$ cat config.mk
export PLATFORM = sky130hd
export DESIGN_NAME = uart_tx_arbiter
export DESIGN_NICKNAME = d
export VERILOG_FILES = /design/src/rtl/uart_pkg.sv /design/src/rtl/rr_pick.sv /design/src/rtl/uart_tx_arbiter.sv
export SDC_FILE = /design/constraint.sdc
export NUM_CORES = 1
export LEC_CHECK = 0
export CAP_MARGIN = 20
export CORE_MARGIN = 4
export CORE_UTILIZATION = 30
export CTS_BUF_LIST = sky130_fd_sc_hd__clkbuf_16
export CTS_CLUSTER_SIZE = 8
export DETAILED_ROUTE_END_ITERATION = 6
export PLACE_DENSITY = 0.74
export SETUP_SLACK_MARGIN = 0.02
export SLEW_MARGIN = 20
export SYNTH_ARGS = -nofsm -noshare
export SYNTH_HDL_FRONTEND = slang
export SYNTH_SLANG_ARGS = --single-unit
export TNS_END_PERCENT = 30
$ cat constraint.sdc
create_clock -name clk -period 7.4 [get_ports clk]
set_input_delay 1.11 -clock clk [delete_from_list [all_inputs] [get_ports clk]]
set_output_delay 1.11 -clock clk [all_outputs]
set_load 0.02 [all_outputs]
$ cat src/rtl/uart_pkg.sv
// uart_pkg: shared defaults and FSM state encoding for the UART transmit arbiter.
package uart_pkg;
   localparam int DATA_W_DEF      = 8;
   localparam int WDOG_CYCLES_DEF = 64;
   typedef enum logic [1:0] {
      IDLE        = 2'd0,
      START       = 2'd1,
      WAIT_ACCEPT = 2'd2,
      WAIT_DONE   = 2'd3
   } arb_state_e;
endpackage

$ cat src/rtl/rr_pick.sv
// rr_pick: combinational round-robin selector; the first set req after last_i wins, wrapping.
module rr_pick #(
   parameter int NREQ = 4,
   parameter int IDW  = 2
) (
   input  logic [NREQ-1:0] req_i,
   input  logic [IDW-1:0]  last_i,
   output logic [IDW-1:0]  winner_o,
   output logic            valid_o
);
   always_comb begin
      int best;
      best     = NREQ;
      winner_o = '0;
      for (int j = 0; j < NREQ; j++) begin
         // distance from last_i+1 going upward; smallest distance has priority
         if (req_i[j] && ((j + NREQ - 1 - int'(last_i)) % NREQ) < best) begin
            best     = (j + NREQ - 1 - int'(last_i)) % NREQ;
            winner_o = IDW'(j);
         end
      end
      valid_o = |req_i;
   end
endmodule

$ cat src/rtl/uart_tx_arbiter.sv
// uart_tx_arbiter: round-robin sharing of one UART transmitter among NREQ byte requesters.
// Define UART_ARB_WDOG_EN to add a watchdog on tx_busy rising after tx_start (sets wdog_err).
module uart_tx_arbiter
   import uart_pkg::*;
#(
   parameter int NREQ   = 4,
   parameter int DATA_W = DATA_W_DEF,
   parameter int IDW    = 2
`ifdef UART_ARB_WDOG_EN
   , parameter int WDOG_CYCLES = WDOG_CYCLES_DEF
`endif
) (
   input  logic                   clk,
   input  logic                   reset,
   input  logic [NREQ-1:0]        req,
   input  logic [NREQ*DATA_W-1:0] data_in,
   output logic [NREQ-1:0]        ack,
   output logic                   tx_start,
   output logic [DATA_W-1:0]      tx_data,
   input  logic                   tx_busy,
   output logic [IDW-1:0]         grant_id,
   output logic                   arb_busy,
   output logic                   wdog_err
);
   arb_state_e        state_q, state_d;
   logic [DATA_W-1:0] tx_data_q, tx_data_d;
   logic [IDW-1:0]    grant_q, grant_d, winner;
   logic              valid;
`ifdef UART_ARB_WDOG_EN
   localparam int WDW = $clog2(WDOG_CYCLES + 1);
   logic [WDW-1:0] wdog_q, wdog_d;
   logic           wdog_err_q, wdog_err_d;
   assign wdog_err = wdog_err_q;
`else
   assign wdog_err = 1'b0;
`endif

   rr_pick #(.NREQ(NREQ), .IDW(IDW)) u_pick (
      .req_i   (req),
      .last_i  (grant_q),
      .winner_o(winner),
      .valid_o (valid)
   );

   assign tx_data  = tx_data_q;
   assign grant_id = grant_q;
   assign arb_busy = state_q != IDLE;

   always_comb begin
      state_d   = state_q;
      tx_data_d = tx_data_q;
      grant_d   = grant_q;
      ack       = '0;
      tx_start  = 1'b0;
`ifdef UART_ARB_WDOG_EN
      wdog_d     = (state_q == WAIT_ACCEPT) ? wdog_q + 1'b1 : '0;
      wdog_err_d = wdog_err_q;
`endif
      unique case (state_q)
         IDLE: if (valid && !tx_busy) begin
            tx_data_d = data_in[winner*DATA_W +: DATA_W];
            grant_d   = winner;
            state_d   = START;
         end
         START: begin
            tx_start = 1'b1;
            state_d  = WAIT_ACCEPT;
         end
         WAIT_ACCEPT: if (tx_busy) begin
            ack     = NREQ'(1) << grant_q;
            state_d = WAIT_DONE;
         end
`ifdef UART_ARB_WDOG_EN
         else if (wdog_q == WDW'(WDOG_CYCLES - 1)) begin
            wdog_err_d = 1'b1;
            state_d    = IDLE;
         end
`endif
         WAIT_DONE: state_d = tx_busy ? WAIT_DONE : IDLE;
      endcase
   end

   always_ff @(posedge clk or negedge reset) begin
      if (!reset) begin
         state_q    <= IDLE;
         tx_data_q  <= '0;
         grant_q    <= IDW'(NREQ - 1);
`ifdef UART_ARB_WDOG_EN
         wdog_q     <= '0;
         wdog_err_q <= 1'b0;
`endif
      end else begin
         state_q    <= state_d;
         tx_data_q  <= tx_data_d;
         grant_q    <= grant_d;
`ifdef UART_ARB_WDOG_EN
         wdog_q     <= wdog_d;
         wdog_err_q <= wdog_err_d;
`endif
      end
   end
endmodule
==> impl_metrics.yaml <==
setup_path:
  r2r-end: "tx_data[2]$_DFFE_PN0P_"
  r2r_cells: 17
  worstPathRequired_ns: 7.52
  r2r_start: "grant_id[0]$_DFFE_PN1P_"
  critPathCaptureType: "flop"
  critical_path_class: "input pin to flop"
  reg2reg_slack_ns: 2.71
  worstPathMaxFanout: 7
  cp-start-kind: "input pin"
  arrival_ns: 5.25
clock_tree:
  clock-sinks: 12
  ctsResizeCount: 0
  root_buffer: "clkbuf_16"
  numCtsBuffers: 3
  clk_pin_slew_ns: 0.04
  cts_htree_levels: 1
  cts_buffer_depth: 2
  insertion_delay_ns: 0.24
  hold_buffers: 0
  cts_tree: "built"
  cts_setup_buffers: 0
routing:
  vias: 1078
  firstDrtPassIters: 4
  ant_nets: 0
  drtIter0Drc: 40
  routed_wl_um: 3165
  viasPerCell: 5.085
  drc: 0
  wire_per_inst_um: 14.93
timing:
  setup_viol: 0
  tightest_slew_ns: 0.8285
  final-hold-violation-count: 0
  skew_ns: 0.0003877
  slew_viol_final: 0
  fmax_ghz: 0.1947
  finalCritPeriodShare_pct: 69.42
  worst_slack_ns: 2.263
  layout_min_cycle_time_ns: 5.137
  rsz0062_at_grt: "false"
  setup_tns_ns: 0
  slew_headroom_pct: 44.40
power_and_ir_drop:
  power.density_mw_per_mm2: 387.9
  p_leak_nw: 0.6781
  vdd_ir_drop_max_v: 0.0002254
finish:
  antenna_cells: 0
  n_fill_cell: 312
  multi_input_area_sq_um: 658.1
  regArea_sq_um: 302.8
  layout-drive-gt1-share_pct: 10.71
  area_growth_pct: 62.64
  layout.nets: 215
logic_synthesis:
  async_flop_share_pct: 100.0
  syn_area_per_cell_sq_um: 8.824
  yosysUniqueCellTypes: 36
  ys.flop_type: "dfrtp_1"
  synth_cells: 115
  synth_edf_count: 0
  seq_area_frac_synth_pct: 29.84
  synthesis.area_sq_mm: 0.001015
  ys.warnings.count: 0
  synth_nets: 161
  synth_seq_cells: 12
hold_path:
  hp-start: "tx_data[2]$_DFFE_PN0P_"
  holdPathStages: 2
  hold_class: "flop to flop"
  hold_path_end: "tx_data[2]$_DFFE_PN0P_"
global_route:
  grt_pass1_vias: 1057
  antenna_found_initial: 0
  grt_max_degree: 13
  grt_usage_pct: 15.00
  grt_pass1_wl_um: 5133
  overflow: 0
die:
  fp.dieH_um: 66.16
  io_pins: 56
  core_sq_mm: 0.003153
  rows: 20
  die_x_um: 66.16
  die-area_sq_mm: 0.004377
  start_util_pct: 32.18
place:
  gp_congestion: 0.8505
  dp_worst_setup_slack_ns: 2.100
  dpl.hpwl_um: 2529
  portBuffers: 54
status:
  status: "finished, final reports clean"
run:
  maxCapViolCount: 0
metrics by stage:
step	hold slack (ns)	utilization, %	instance area (sq um)	instances	total power [mW]
finish	0.4827	52.34	1650	212	0.6402
global route	0.5244	52.34	1650	212	0.6913
CTS	0.4832	52.34	1650	212	0.6445
detailed placement	0.4734	49.84	1572	208	0.5400
global placement	0.4680	49.84	1572	208	0.5229
floorplan	0.5135	-	1015	115	0.4040
synthesized netlist by cell type, drive strengths merged, types with 2 or more instances:
cell type  number  share of area [%]
nand2          15                5.5
dfrtp          10                 25
nor2           10                3.7
a21oi           8                5.4
o21ai           8                4.3
ha              7                8.6
o21a            7                5.2
mux2            5                5.5
a31oi           4                2.5
and2            4                2.5
buf             4                3.5
inv             4                1.5
mux2i           4                3.9
o221ai          4                3.5
nor2b           3                1.8
a22oi           2                1.5
dfstp           2                5.2
power by group:
group | internal (mW) | leakage [nW] | switching [mW]
combinational | 0.182 | 0.502 | 0.229
clock | 0.0712 | 0.0385 | 0.0283
sequential | 0.102 | 0.138 | 0.0271
total | 0.356 | 0.678 | 0.285
flip-flops by register name, indices dropped and copies added (netlist names):
signal    flops
grant_id      2
state_q       2
tx_data       8
cell usage in the layout (no fill, tap or decap), drive strengths merged, types with 2 or more instances in the layout:
master,instances
ha,7
o21ai,8
dfrtp,10
a22oi,2
nor2,10
o221ai,4
clkbuf,3
a21oi,8
nor2b,3
inv,4
mux2i,4
a31oi,4
nand2,15
o21a,7
mux2,5
and2,4
clkdlybuf4s50,54
dfstp,2
how the worst max path moves through the flow:
| stage | start | end | slack (ns) | cells after the start |
|---|---|---|---|---|
| 2_1_floorplan | req[0] | tx_data[0]$_DFFE_PN0P_ | 3.14 | 16 |
| 3_3_place_gp | req[0] | tx_data[2]$_DFFE_PN0P_ | 2.33 | 17 |
| 3_5_place_dp | req[0] | tx_data[2]$_DFFE_PN0P_ | 2.10 | 17 |
| 4_1_cts | req[0] | tx_data[2]$_DFFE_PN0P_ | 2.30 | 17 |
| 5_1_grt | req[0] | tx_data[1]$_DFFE_PN0P_ | 1.96 | 17 |
| 6_report | req[0] | tx_data[2]$_DFFE_PN0P_ | 2.26 | 17 |
worst max-delay path, cell delays in order:
cell and delay [ns]:
clkdlybuf4s50_1 0.56, nand2_1 0.11, ha_1 0.29, a21oi_1 0.25, o21a_1 0.20, nor2_1 0.05
a21oi_1 0.17, ha_1 0.22, and4b_4 0.22, a22oi_1 0.36, mux2_2 0.39, ha_1 0.33
nand2_1 0.07, a21oi_1 0.42, nand2_1 0.21, o221ai_1 0.21, o21ai_0 0.10
cells by family (layout without fill, tap and decap cells):
group                    count (synthesis)  after routing  synth area share, %
AO/OA/AOI/OAI                           40             40                28.85
AND/OR/NAND/NOR                         37             37                17.51
flip-flops                              12             12                29.84
multiplexers                             9              9                9.494
buffers and inverters                    9             62                5.301
adder cells (fa/ha/maj)                  7              7                8.631
other                                    1              1               0.3696
routing by layer:
layer	share of wire, %	routed length (um)	global-route usage [%]
met1	42	1341	18.53
met2	48	1508	25.15
met3	9.8	309	6.633
met4	0.19	6	0.7614
met5	0	0	0
cell type report:
cell class	count	area share, %
Clock buffer	3	4.549
Clock inverter	1	0.2274
Inverter	4	0.9098
Multi-Input combinational cell	94	39.88
Sequential cell	12	18.35
Tap cell	44	3.336
Timing Repair Buffer	54	32.75
Note: power is estimated with default switching activity, not from simulation.
